<file path="src/rtl/pc_gen.sv">
// Fetch PC generator with single-entry redirect buffer for a delayed-branch pipeline.
// Optional misaligned-fetch detection is enabled by defining PC_ALIGN_CHECK_EN.
module pc_gen (
  input  logic        clk,
  input  logic        reset,
  input  logic        stall,
  input  logic        imem_ready,
  input  logic        cmp_out,
  input  logic [2:0]  npc_op,
  input  logic [31:0] d_pc,
  input  logic [15:0] imm16,
  input  logic [25:0] index26,
  input  logic [31:0] rs_val,
  output logic [31:0] pc,
  output logic        imem_req,
  output logic        redirect_pend,
  output logic        exc_adel
);

  localparam int unsigned XLEN     = 32;
  localparam logic [XLEN-1:0] RESET_PC = 32'h0000_3000;

  localparam logic [2:0] OP_SEQ = 3'b000;
  localparam logic [2:0] OP_BR  = 3'b001;
  localparam logic [2:0] OP_J   = 3'b010;
  localparam logic [2:0] OP_JR  = 3'b011;

  typedef enum logic {IDLE, PEND} state_t;

  state_t          state_q, state_d;
  logic [XLEN-1:0] pc_d;
  logic [XLEN-1:0] pend_target_q, pend_target_d;
  logic [XLEN-1:0] d_pc_plus4;
  logic [XLEN-1:0] br_offset;
  logic [XLEN-1:0] target;
  logic            redirect;
  logic            advance;

  // Target selection from the instruction currently in D.
  always_comb begin
    d_pc_plus4 = d_pc + XLEN'(4);
    br_offset  = {{14{imm16[15]}}, imm16, 2'b00};
    case (npc_op)
      OP_BR:   target = d_pc_plus4 + br_offset;
      OP_J:    target = {d_pc_plus4[31:28], index26, 2'b00};
      OP_JR:   target = rs_val;
      default: target = d_pc_plus4;
    endcase
  end

  assign advance  = !stall && imem_ready;
  assign redirect = (state_q == IDLE) && !stall &&
                    (((npc_op == OP_BR) && cmp_out) || (npc_op == OP_J) || (npc_op == OP_JR));

  always_ff @(posedge clk or negedge reset) begin
    if (!reset) begin
      state_q       <= IDLE;
      pc            <= RESET_PC;
      pend_target_q <= '0;
    end else begin
      state_q       <= state_d;
      pc            <= pc_d;
      pend_target_q <= pend_target_d;
    end
  end

  // Next-state: a redirect that misses the fetch handshake parks its target in PEND.
  always_comb begin
    state_d       = state_q;
    pc_d          = pc;
    pend_target_d = pend_target_q;
    if (!stall) begin
      case (state_q)
        IDLE: begin
          if (redirect) begin
            if (imem_ready) begin
              pc_d = target;
            end else begin
              pend_target_d = target;
              state_d       = PEND;
            end
          end else if (advance) begin
            pc_d = pc + XLEN'(4);
          end
        end
        PEND: begin
          if (imem_ready) begin
            pc_d    = pend_target_q;
            state_d = IDLE;
          end
        end
        default: state_d = IDLE;
      endcase
    end
  end

  assign redirect_pend = (state_q == PEND);

`ifdef PC_ALIGN_CHECK_EN
  assign exc_adel = (pc[1:0] != 2'b00);
  assign imem_req = reset && !exc_adel;
`else
  assign exc_adel = 1'b0;
  assign imem_req = reset;
`endif

endmodule

</file>
<file path="config.mk">
export PLATFORM = sky130hd
export DESIGN_NAME = pc_gen
export DESIGN_NICKNAME = d
export VERILOG_FILES = /design/src/rtl/pc_gen.sv
export SDC_FILE = /design/constraint.sdc
export NUM_CORES = 1
export LEC_CHECK = 0
export ABC_AREA = 1
export BUFFER_PORTS_ARGS = -buffer_cell sky130_fd_sc_hd__buf_2
export CAP_MARGIN = 20
export CORE_ASPECT_RATIO = 1.5
export CORE_MARGIN = 4
export CORE_UTILIZATION = 62
export CTS_CLUSTER_SIZE = 25
export DETAILED_ROUTE_END_ITERATION = 10
export HOLD_SLACK_MARGIN = 0.15
export PLACE_DENSITY = 0.89
export SYNTH_ARGS = -nofsm -noshare
export SYNTH_HDL_FRONTEND = slang
export SYNTH_SLANG_ARGS = --single-unit
export TNS_END_PERCENT = 5
</file>
<file path="constraint.sdc">
create_clock -name clk -period 5.1 [get_ports clk]
set_input_delay 0.765 -clock clk [delete_from_list [all_inputs] [get_ports clk]]
set_output_delay 0.765 -clock clk [all_outputs]
set_load 0.05 [all_outputs]
</file>
; Word level (Yosys, flattened, before mapping)
; Cells that the tools add are included.
[totals]
register_bits = 65
in_bits = 114
out_inout_bits = 35
word_cells = 33
[op_classes]
addsub = 3
eq_ne = 6
mux = 9
bitwise_logic = 3
n_reduce_logical = 9
[ops]
columns = cell, n
row1 = 32-bit two-way mux, 4
row2 = 32-bit case mux with 3 select lines, 1
row3 = "32-bit by 3-bit adder with 32-bit output, second input constant", 2
row4 = 32-bit case mux with 2 select lines, 1
row5 = 32-bit adder, 1
row6 = 4-bit AND reduction, 2
row7 = "3-bit by 2-bit equality test with 1-bit output, second input constant", 2
row8 = "3-bit inequality test, second input constant", 2
row9 = 1-bit logical AND, 4
row10 = "3-bit by 1-bit equality test with 1-bit output, second input constant", 1
row11 = 1-bit NOT, 3
row12 = 1-bit logical OR, 2
row13 = 1-bit two-way mux, 2
row14 = "2-bit inequality test, second input constant", 1
row15 = 1-bit case mux with 2 select lines, 1
row16 = 1-bit logical NOT, 1

; Longest topological paths before layout
; Gate-level depths: netlist of the first run.
[depth]
ltp_word = 7
mapped_depth = 25
ltp_nobuf = 25

; Worst setup path after synthesis of the first run
; Ideal clock, no wire load.
[synth_path]
path_kind = input-to-reg
start = input d_pc[2]
end = register pend_target_q[29]
setup_ns = 0.125
t_arrival_ns = 2.961
t_required_ns = 4.975
setup_slack_ns = 2.014
cell_stages = 19
n_path_buf = 0
path_cell_list = ha_1 > nand2_1 > inv_2 > nand3_2 > nor2_4 > nand2_1 > inv_1 > nand3_1 > and2_1 > ha_1 > a21oi_1 > nor2_1 > nor2_1 > nand2_1 > a21oi_1 > nand3_1 > nand3_1 > nand2_1 > mux2_2
[synth_between]
elab_chain_cells = 3
[synth_rtl]
columns = element, line_no
row1 = from (decl), 10  ; input logic [31:0] d_pc,
row2 = 32-bit by 3-bit adder with 32-bit output (*), 41  ; d_pc_plus4 = d_pc + XLEN'(4);
row3 = 32-bit adder, 44  ; OP_BR: target = d_pc_plus4 + br_offset;
row4 = 32-bit case mux with 3 select lines (*), 43  ; case (npc_op)
row5 = to (signal assigned), 63  ; pend_target_q <= pend_target_d;
row6 = to (decl), 32  ; logic [XLEN-1:0] pend_target_q, pend_target_d;
; Mark *: on every way between the ends. The rest lies on a longest branch, timed or not.
; A chain may end at the register's enable or synchronous reset.

; Final worst setup path of the first run
[layout_path]
start = input d_pc[2]
end = register pc[26]
[layout_between]
elab_chain_cells = 6
[layout_rtl]
columns = element, line_no
row1 = 32-bit by 3-bit adder with 32-bit output (*), 41
row2 = 32-bit adder, 44
row3 = 32-bit case mux with 3 select lines (*), 43
row4 = 32-bit two-way mux (*), 76  ; if (imem_ready) begin
row5 = 32-bit two-way mux (*), 75  ; if (redirect) begin
row6 = 32-bit case mux with 2 select lines (*), 73  ; case (state_q)
row7 = to (signal assigned), 62  ; pc <= pc_d;
row8 = to (decl), 14  ; output logic [31:0] pc,
; Mark *: on every way between the ends. The rest lies on a longest branch, timed or not. The select of a mux whose other input is x is not followed.

==> results of run 1 <==
power breakdown:
group	switching [uW]	internal [uW]
registers	121	662
logic	801	337
clock network	242	392
total	1160	1390
flip-flops by register name, indices dropped and copies added, names as in the netlist:
signal and cells:
pc 32, pend_target_q 32, redirect_pend 1
cell usage in the layout (no fill, tap or decap), drive strengths merged, types with 4 or more instances in the layout:
cell,Yosys,final
nand2,382,382
inv,198,198
buf,20,154
nor2,130,130
nand3,88,88
a21oi,79,79
o21ai,65,65
dfrtp,63,63
ha,33,33
xor2,24,24
nand4,21,21
nor3,21,21
a22o,15,15
a22oi,13,13
a31oi,11,11
or2,11,11
clkbuf,12,10
nor4,8,8
o21bai,8,8
xnor2,7,7
o211ai,7,7
mux2,7,7
and2,5,5
clkinv,1,4
per-layer routing:
| layer | GRT usage (%) | up-vias | part of all wire, % |
|---|---|---|---|
| li1 | - | 4300 | - |
| met1 | 42.50 | 4023 | 37 |
| met2 | 65.22 | 407 | 50 |
| met3 | 3.226 | 91 | 6.6 |
| met4 | 22.76 | 0 | 6.0 |
| met5 | 0 | - | 0 |
worst max-delay path: stages:
cell     delay (ns)
buf_2          0.15
ha_1           0.18
nand2_1        0.09
inv_2          0.09
nand3_2        0.16
nor3_1         0.32
xor2_1         0.25
inv_1          0.07
ha_1           0.38
nand2_1        0.17
nor4_1         0.50
nand3_1        0.22
nand4_1        0.12
nand3_1        0.12
nand2_1        0.14
nand2_1        0.06
a21oi_1        0.13
through the flow:
stage	cell area, sq um	total power (uW)	worst slack, ns
after CTS	8637	2536	1.390
after floorplan	7543	1581	2.014
after global placement	8330	1877	1.065
after detailed placement	8330	1905	1.051
final	8637	2555	1.451
after global routing	8637	2713	1.105
cell families (layout without fill, tap and decap cells):
logic type	after synthesis	after routing
simple gates	668	668
buf+inv	231	369
compound gates	212	212
flops	65	65
fa+ha+maj	34	34
xor+xnor	31	31
mux	7	7
other cells	1	1
final cells by class:
| cell class | instances | share of cell area, % |
|---|---|---|
| Clock buffer | 10 | 2.767 |
| Clock inverter | 6 | 0.7823 |
| Inverter | 199 | 8.677 |
| Multi-Input combinational cell | 953 | 57.57 |
| Sequential cell | 65 | 18.86 |
| Tap cell | 153 | 2.216 |
| Timing Repair Buffer | 154 | 9.126 |
path summary, 6_finish.rpt:
path,end,cells past startpoint,slack [ns],startpoint
setup / recovery,pc[26],17,1.45,d_pc[2]
hold / removal,pend_target_q[3],1,0.50,pend_target_q[3]
setup reg to reg,pend_target_q[23],8,2.52,redirect_pend
hold reg to reg,pend_target_q[3],1,0.50,pend_target_q[3]
max in group asynchronous,pc[25],2,3.92,reset
min in group asynchronous,pc[6],2,0.62,reset
==> run_results.csv, run 1 <==
group,metric,value,unit
power_and_ir_drop,p_leak,0.004570,uW
floorplan,die_x,98.06,microns
critical_path,worst_setup_path_end_kind,"register",
floorplan,die_area,14030,sq um
global_routing,grt_max_degree,66,
yosys,yosys.cell_types.count,56,
place,placed_cells,1524,
yosys,synth_flop_cell,"dfrtp_1",
global_routing,grt_pass1_wl,41400,microns
sta,slew_headroom,29.13,%
global_routing,grt_overflow,0,
final_layout,final_cells,1540,
global_routing,antenna_found_initial,0,
status,outcome,"complete, no violations",
drt,wirelength,25650,microns
final_layout,nFillCells,1107,
sta,slew_viol_final,0,
critical_path,crit_required,5.37,ns
yosys,synthCells,1249,
power_and_ir_drop,vdd_drop_max,0.0001883,V
yosys,synth-compound-area-share,16.65,%
floorplan,fp-row-count,49,
final_layout,layout-drive-gt1-share,17.16,%
yosys,yosys.area_share.xor_xnor,3.699,%
drt,drtIter0Drc,595,
final_layout,multiInputGateArea,4972,sq um
yosys,synth_edf_count,0,
yosys,ys_top_cells_by_area,"dfrtp_1, nand2_1, inv_1, nor2_1, nand3_1",
clock_tree,clk_latency,0.34,ns
yosys,synth_top_area_share,20.90,%
place,port_buffers,147,
clock_tree,htree_levels,3,
sta,setup-tns-final,0,ns
sta,worst_slew_pin_slew,1.062,ns
drt,vias_per_cell,5.728,
clock_tree,cts_made_buffers,9,
clock_tree,clk_pin_slew,0.06,ns
final_layout,antenna-diode-count,0,
clock_tree,clockRootBuffer,"clkbuf_16",
sta,worst_hold_slack,0.4952,ns
drt,dr.pass1.iters,5,
sta,min_period,3.649,ns
yosys,async_reset_ff_share,100.0,%
yosys,seq_area_frac_synth,21.60,%
critical_path,path_class,"in -> reg",
power_and_ir_drop,p_per_area,295.8,nW/um^2
place,routabilityCongestion,1.011,
place,post-dp-hpwl,20700,microns
clock_tree,cts_resized,0,
yosys,yosys.area.top_type,"dfrtp_1",
sta,rsz0062_at_grt,"no",
yosys,yosysWarnings,0,
sta,clock.fmax,0.2740,GHz
final_layout,finish.utilization,72.24,%
drt,ant_nets,0,
yosys,synth.most_common_cell,"nand2_1",
clock_tree,clock_path_buffers,2,
yosys,synth_top_family_by_area,"simple AND/OR/NAND/NOR gates",
worst_hold_path,hp-class,"reg -> reg",
critical_path,cp-start-kind,"input pin",
sta,fin_crit_sh,71.56,%
global_routing,grt_pass1_vias,8706,
drt,vias,8821,
job,max_cap_viol_count,0,
clock_tree,ctsHoldBuffers,0,
critical_path,crit_arrival,3.92,ns
yosys,synth-simple-area-share,38.70,%
yosys,syn-num-nets,1397,
yosys,synth-seq-cells,65,
final_layout,regArea,1629,sq um
final_layout,fin_nets,1530,
floorplan,die_h,143.1,microns
yosys,yosys-top-cells-count,"nand2_1, inv_1, nor2_1",
final_layout,areaGrowthSynthToFinish,14.50,%
sta,skew,0.01029,ns
critical_path,cp_max_fo,5,
yosys,syn_area,7543,sq um
clock_tree,cts_setup_buffers,0,
sta,hold_viol_final,0,
drt,route.detailed.drc,0,
sta,setup_viol,0,
yosys,synthAdderAreaFrac,5.739,%
clock_tree,cts.sinks,65,
clock_tree,cts_tree,"built",
floorplan,core,11960,sq um
yosys,synthMuxAreaShare,1.045,%
floorplan,ios,149,
floorplan,initial_core_util,63.10,%
yosys,avgSynthCellArea,6.040,sq um
global_routing,grtUsageTotal,36.74,%
drt,detail_route.wl_per_cell,16.65,microns
(Power assumes the default switching activity.)
==> run 2: changes to the inputs <==
Settings changed: CORE_UTILIZATION 62 to 57, PLACE_DENSITY 0.89 to 0.83.
Clock period 5.1 ns to 3.5 ns, I/O delays scaled along.
==> run 2 against run 1 <==
Die area is 8.2% higher. Total power grew 48%. Non-clock buffer count up 11. Worst hold slack got worse by 0.12 ns.
==> run_results.csv, run 2 (same netlist as run 1, synthesis figures left out) <==
group,metric,value,unit
status,outcome,"complete, no violations",
critical_path,path_buf_inv,3,
final_layout,layout-drive-gt1-share,17.81,%
power_and_ir_drop,total_power,3776,uW
power_and_ir_drop,p_leak,0.004641,uW
drt,dr.pass1.iters,6,
floorplan,ios,149,
critical_path,crit_top_cell,"nand2_1",
clock_tree,clk_latency,0.34,ns
critical_path,crit_chain,"buf_2, ha_1, nand2_1, inv_2, nand3_2, nor2_4, nand2_1, inv_1, nand3_1, and2_1, ha_1, nand2_1, nor2_1, nand2_1, nor3_1, nand2_1, nand2_1, nand2_1, nand3_1, nand2_1, mux2_2",
global_routing,antenna_found_initial,0,
clock_tree,cts.sinks,65,
sta,slew_headroom,44.58,%
critical_path,crit_slowest_cell,"ha_1",
floorplan,fp-row-count,51,
floorplan,die_area,15180,sq um
drt,ant_nets,0,
place,port_buffers,147,
clock_tree,cts_setup_buffers,0,
power_and_ir_drop,vdd_drop_max,0.0002833,V
clock_tree,cts_made_buffers,9,
critical_path,worst_setup_path_end_kind,"register",
critical_path,ff2ff_path_depth,8,
critical_path,cp_max_fo,5,
clock_tree,htree_levels,3,
critical_path,path_class,"in -> reg",
place,routabilityCongestion,1.050,
drt,detail_route.wl_per_cell,16.51,microns
clock_tree,ctsHoldBuffers,0,
power_and_ir_drop,p_per_area,431.6,nW/um^2
clock_tree,clk_pin_slew,0.06,ns
final_layout,nFillCells,1224,
final_layout,fin_nets,1541,
critical_path,timing.rr.start,"redirect_pend",
sta,hold_viol_final,0,
sta,clock.fmax,0.3109,GHz
sta,fin_crit_sh,91.91,%
clock_tree,cts_tree,"built",
sta,rsz0062_at_grt,"no",
drt,vias,8843,
global_routing,grt_overflow,0,
drt,route.detailed.drc,0,
drt,drtIter0Drc,661,
place,post-dp-hpwl,20600,microns
sta,setup_viol,0,
sta,skew,0.006750,ns
final_layout,antenna-diode-count,0,
sta,slew_viol_final,0,
critical_path,max_stage_delay,0.38,ns
critical_path,timing.rr.end,"pend_target_q[23]",
global_routing,grt_pass1_wl,40700,microns
clock_tree,clock_path_buffers,2,
final_layout,layout_common_cells,"nand2_1, inv_1, buf_2, nor2_1, nand3_1",
job,max_cap_viol_count,0,
floorplan,initial_core_util,58.23,%
critical_path,crit_arrival,3.44,ns
global_routing,grt_max_degree,66,
critical_path,reg2reg_slack,1.16,ns
clock_tree,clockRootBuffer,"clkbuf_16",
critical_path,cp-start-kind,"input pin",
critical_path,crit_required,3.72,ns
sta,min_period,3.217,ns
floorplan,die_h,148.9,microns
critical_path,critical-path-top-delay-family,"simple AND/OR/NAND/NOR gates",
floorplan,core,12950,sq um
worst_hold_path,hp-class,"in -> async",
drt,vias_per_cell,5.680,
drt,wirelength,25710,microns
place,pre_cts_slack,-0.04792,ns
clock_tree,cts_resized,0,
final_layout,layout_commonest_cell,"nand2_1",
global_routing,grt_pass1_vias,8363,
global_routing,grtUsageTotal,34.11,%
sta,worst_slew_pin_slew,0.8313,ns
sta,fin_ws,0.2831,ns
final_layout,areaGrowthSynthToFinish,15.97,%
floorplan,die_x,101.9,microns
-- run 2: routing by layer --
metal  track usage (%)  up-vias  wire, microns
met5                 0        -              0
met4             16.74        0           1294
met3             3.790       89           1577
met2             59.93      423          13110
met1             40.64     4008           9728
li1                  -     4323              -
-- run 2: layout make-up --
type / count / area, sq um / area share [%]
flip-flops and latches: 65 / 1629 / 18.62
multi-input cells: 953 / 4979 / 56.91
repair buffers: 165 / 870.8 / 9.954
well taps: 159 / 198.9 / 2.274
inverters: 199 / 749.5 / 8.567
clock buffers: 11 / 242.7 / 2.775
clock inverters: 5 / 78.83 / 0.9010
-- run 2: through the flow --
step / setup TNS (ns) / cell area, sq um / utilization, % / hold slack [ns] / std cells
after CTS: 0 / 8742 / 67.49 / 0.4197 / 1557
after floorplan: 0 / 7543 / - / 0.2294 / 1249
final: 0 / 8748 / 67.54 / 0.3770 / 1557
after global placement: 0 / 8421 / 65.01 / 0.4680 / 1541
after detailed placement: -0.06968 / 8421 / 65.01 / 0.4915 / 1541
after global routing: 0 / 8748 / 67.54 / 0.4358 / 1557
-- run 2: where the power goes --
group / internal, uW / switching (uW)
Sequential: 964 / 177
Clock: 641 / 334
Combinational: 499 / 1160
Total: 2110 / 1670
-- run 2: worst max-delay path by stage --
stage	cells after the start	to	startpoint	slack, ns
6_report	21	pend_target_q[29]	d_pc[2]	0.28
5_1_grt	17	pc[26]	d_pc[2]	0.03
4_1_cts	17	pc[26]	d_pc[2]	0.29
3_5_place_dp	17	pc[26]	d_pc[2]	-0.05
3_3_place_gp	23	pc[31]	d_pc[2]	0.01
2_1_floorplan	19	pend_target_q[29]	d_pc[2]	0.65
==> run 3: changes to the inputs <==
Settings changed: CORE_UTILIZATION 57 to 62, PLACE_DENSITY 0.83 to 0.89.
Clock period 3.5 ns to 3.8 ns, I/O delays scaled along.
==> run 3 against run 2 <==
Global-route usage increased by 3.8 points. Combinational power is 7% lower. Sequential power down 7%. Cell count is 0.90% lower. Worst setup slack gained 0.00090 ns. Largest power group unchanged.
==> run_results.csv, run 3 (same netlist as run 1, synthesis figures left out) <==
group,metric,value,unit
global_routing,grt_pass1_wl,42700,microns
sta,slew_headroom,27.48,%
place,placed_cells,1527,
final_layout,layout_common_cells,"nand2_1, inv_1, buf_2, nor2_1, nand3_1",
sta,rsz0062_at_grt,"no",
floorplan,core,11960,sq um
critical_path,cp-start-kind,"input pin",
clock_tree,clockRootBuffer,"clkbuf_16",
critical_path,crit_slowest_cell,"nor4_1",
sta,skew,0.007207,ns
clock_tree,clock_path_buffers,2,
drt,ant_nets,0,
power_and_ir_drop,power.share.sequential,30.9,%
critical_path,reg2reg_slack,1.61,ns
clock_tree,ctsHoldBuffers,0,
floorplan,ios,149,
sta,setup_viol,0,
power_and_ir_drop,internal-power,1848,uW
drt,vias_per_cell,5.832,
sta,fin_ws,0.2840,ns
critical_path,max_stage_delay,0.54,ns
clock_tree,cts.sinks,65,
clock_tree,clk_pin_slew,0.06,ns
critical_path,timing.rr.start,"pc[2]",
power_and_ir_drop,switching_share,45.93,%
critical_path,crit_top_cell,"nand2_1",
clock_tree,cts_tree,"built",
clock_tree,htree_levels,3,
floorplan,die_x,98.06,microns
floorplan,die_area,14030,sq um
global_routing,grtUsageTotal,37.86,%
power_and_ir_drop,total_power,3418,uW
drt,detail_route.wl_per_cell,17.04,microns
power_and_ir_drop,p_per_area,395.1,nW/um^2
drt,vias,8999,
clock_tree,cts_resized,0,
global_routing,grt_pass1_vias,8757,
power_and_ir_drop,p_leak,0.004578,uW
power_and_ir_drop,combPwrFrac,45.0,%
final_layout,fin_nets,1533,
drt,route.detailed.drc,0,
clock_tree,cts_made_buffers,9,
clock_tree,clk_latency,0.33,ns
place,port_buffers,147,
sta,worst_slew_pin_slew,1.087,ns
critical_path,crit_cells,17,
floorplan,initial_core_util,63.10,%
clock_tree,cts_setup_buffers,0,
critical_path,cp_max_fo,5,
place,routabilityCongestion,1.027,
critical_path,crit_required,4.06,ns
floorplan,die_h,143.1,microns
drt,drtIter0Drc,642,
job,max_cap_viol_count,0,
final_layout,final_cells,1543,
global_routing,antenna_found_initial,0,
drt,wirelength,26290,microns
power_and_ir_drop,p_clk_share,24.1,%
place,pre_cts_slack,0.05743,ns
critical_path,critical-path-top-delay-family,"simple AND/OR/NAND/NOR gates",
final_layout,finish.utilization,72.35,%
status,outcome,"complete, no violations",
floorplan,fp-row-count,49,
final_layout,antenna-diode-count,0,
critical_path,ff2ff_path_depth,12,
critical_path,path_buf_inv,3,
sta,min_period,3.516,ns
global_routing,grt_overflow,0,
critical_path,timing.rr.end,"pc[18]",
final_layout,layout-drive-gt1-share,17.34,%
global_routing,grt_max_degree,66,
critical_path,worst_setup_path_end_kind,"register",
sta,hold_viol_final,0,
critical_path,path_class,"in -> reg",
power_and_ir_drop,p_switching,1570,uW
sta,slew_viol_final,0,
sta,fin_crit_sh,92.53,%
worst_hold_path,hp-class,"in -> async",
power_and_ir_drop,vdd_drop_max,0.0002537,V
place,post-dp-hpwl,20810,microns
drt,dr.pass1.iters,6,
final_layout,layout_commonest_cell,"nand2_1",
sta,setup-tns-final,0,ns
sta,clock.fmax,0.2844,GHz
final_layout,areaGrowthSynthToFinish,14.66,%
final_layout,nFillCells,1120,
critical_path,crit_chain,"buf_2, ha_1, nand2_1, inv_2, nand3_2, nor3_1, xor2_1, inv_1, ha_1, nand2_1, nor4_1, nand3_1, nand4_1, nand3_1, nand2_1, nand2_1, a21oi_1",
critical_path,crit_arrival,3.77,ns
==> run 3: cell count changes in the layout (fill, tap and decap cells not counted) <==
cell,previous run,this run
buf_4,18,10
clkinvlp_4,0,3
bufinv_16,2,1
clkbuf_1,1,0
clkbuf_8,1,0
nor4_1,7,8
nor4_2,1,0
==> run 3: worst max path at each step <==
stage | start | endpoint
2_1_floorplan | d_pc[2] | pend_target_q[29]
3_3_place_gp | d_pc[2] | pc[26]
3_5_place_dp | d_pc[2] | pend_target_q[26]
4_1_cts | d_pc[2] | pc[26]
5_1_grt | d_pc[2] | pend_target_q[26]
6_report | d_pc[2] | pc[26]
==> run 3: area by class of cell <==
cell class / instances / area, sq um / share of cell area (%)
clock buffers: 9 / 225.2 / 2.604
multi-input cells: 953 / 4972 / 57.49
repair buffers: 157 / 810.8 / 9.374
well taps: 153 / 191.4 / 2.213
inverters: 199 / 749.5 / 8.665
flip-flops and latches: 65 / 1629 / 18.83
clock inverters: 7 / 71.32 / 0.8245
==> run 3: power by group through the flow <==
| stage | sequential [uW] | combinational, uW | clock, uW |
|---|---|---|---|
| final | 1060 | 1540 | 825 |
| after CTS | 1050 | 1520 | 824 |
| after global routing | 1080 | 1690 | 858 |
| after detailed placement | 1060 | 1500 | 0 |
| after floorplan | 1340 | 780 | 0 |
| after global placement | 1050 | 1480 | 0 |
==> run 3: routing by layer <==
metal | part of all wire, % | global-route usage (%) | vias up
li1 | - | - | 4321
met1 | 36 | 43.52 | 4093
met2 | 51 | 69.02 | 494
met3 | 7.6 | 3.763 | 91
met4 | 5.1 | 19.84 | 0
met5 | 0 | 0 | -
==> run 3: stage by stage <==
stage	cell area (sq um)	hold slack (ns)
4_1_cts	8650	0.4520
6_report	8650	0.4262
5_1_grt	8650	0.4629
3_5_place_dp	8353	0.4832
3_3_place_gp	8353	0.4685
2_1_floorplan	7543	0.2744
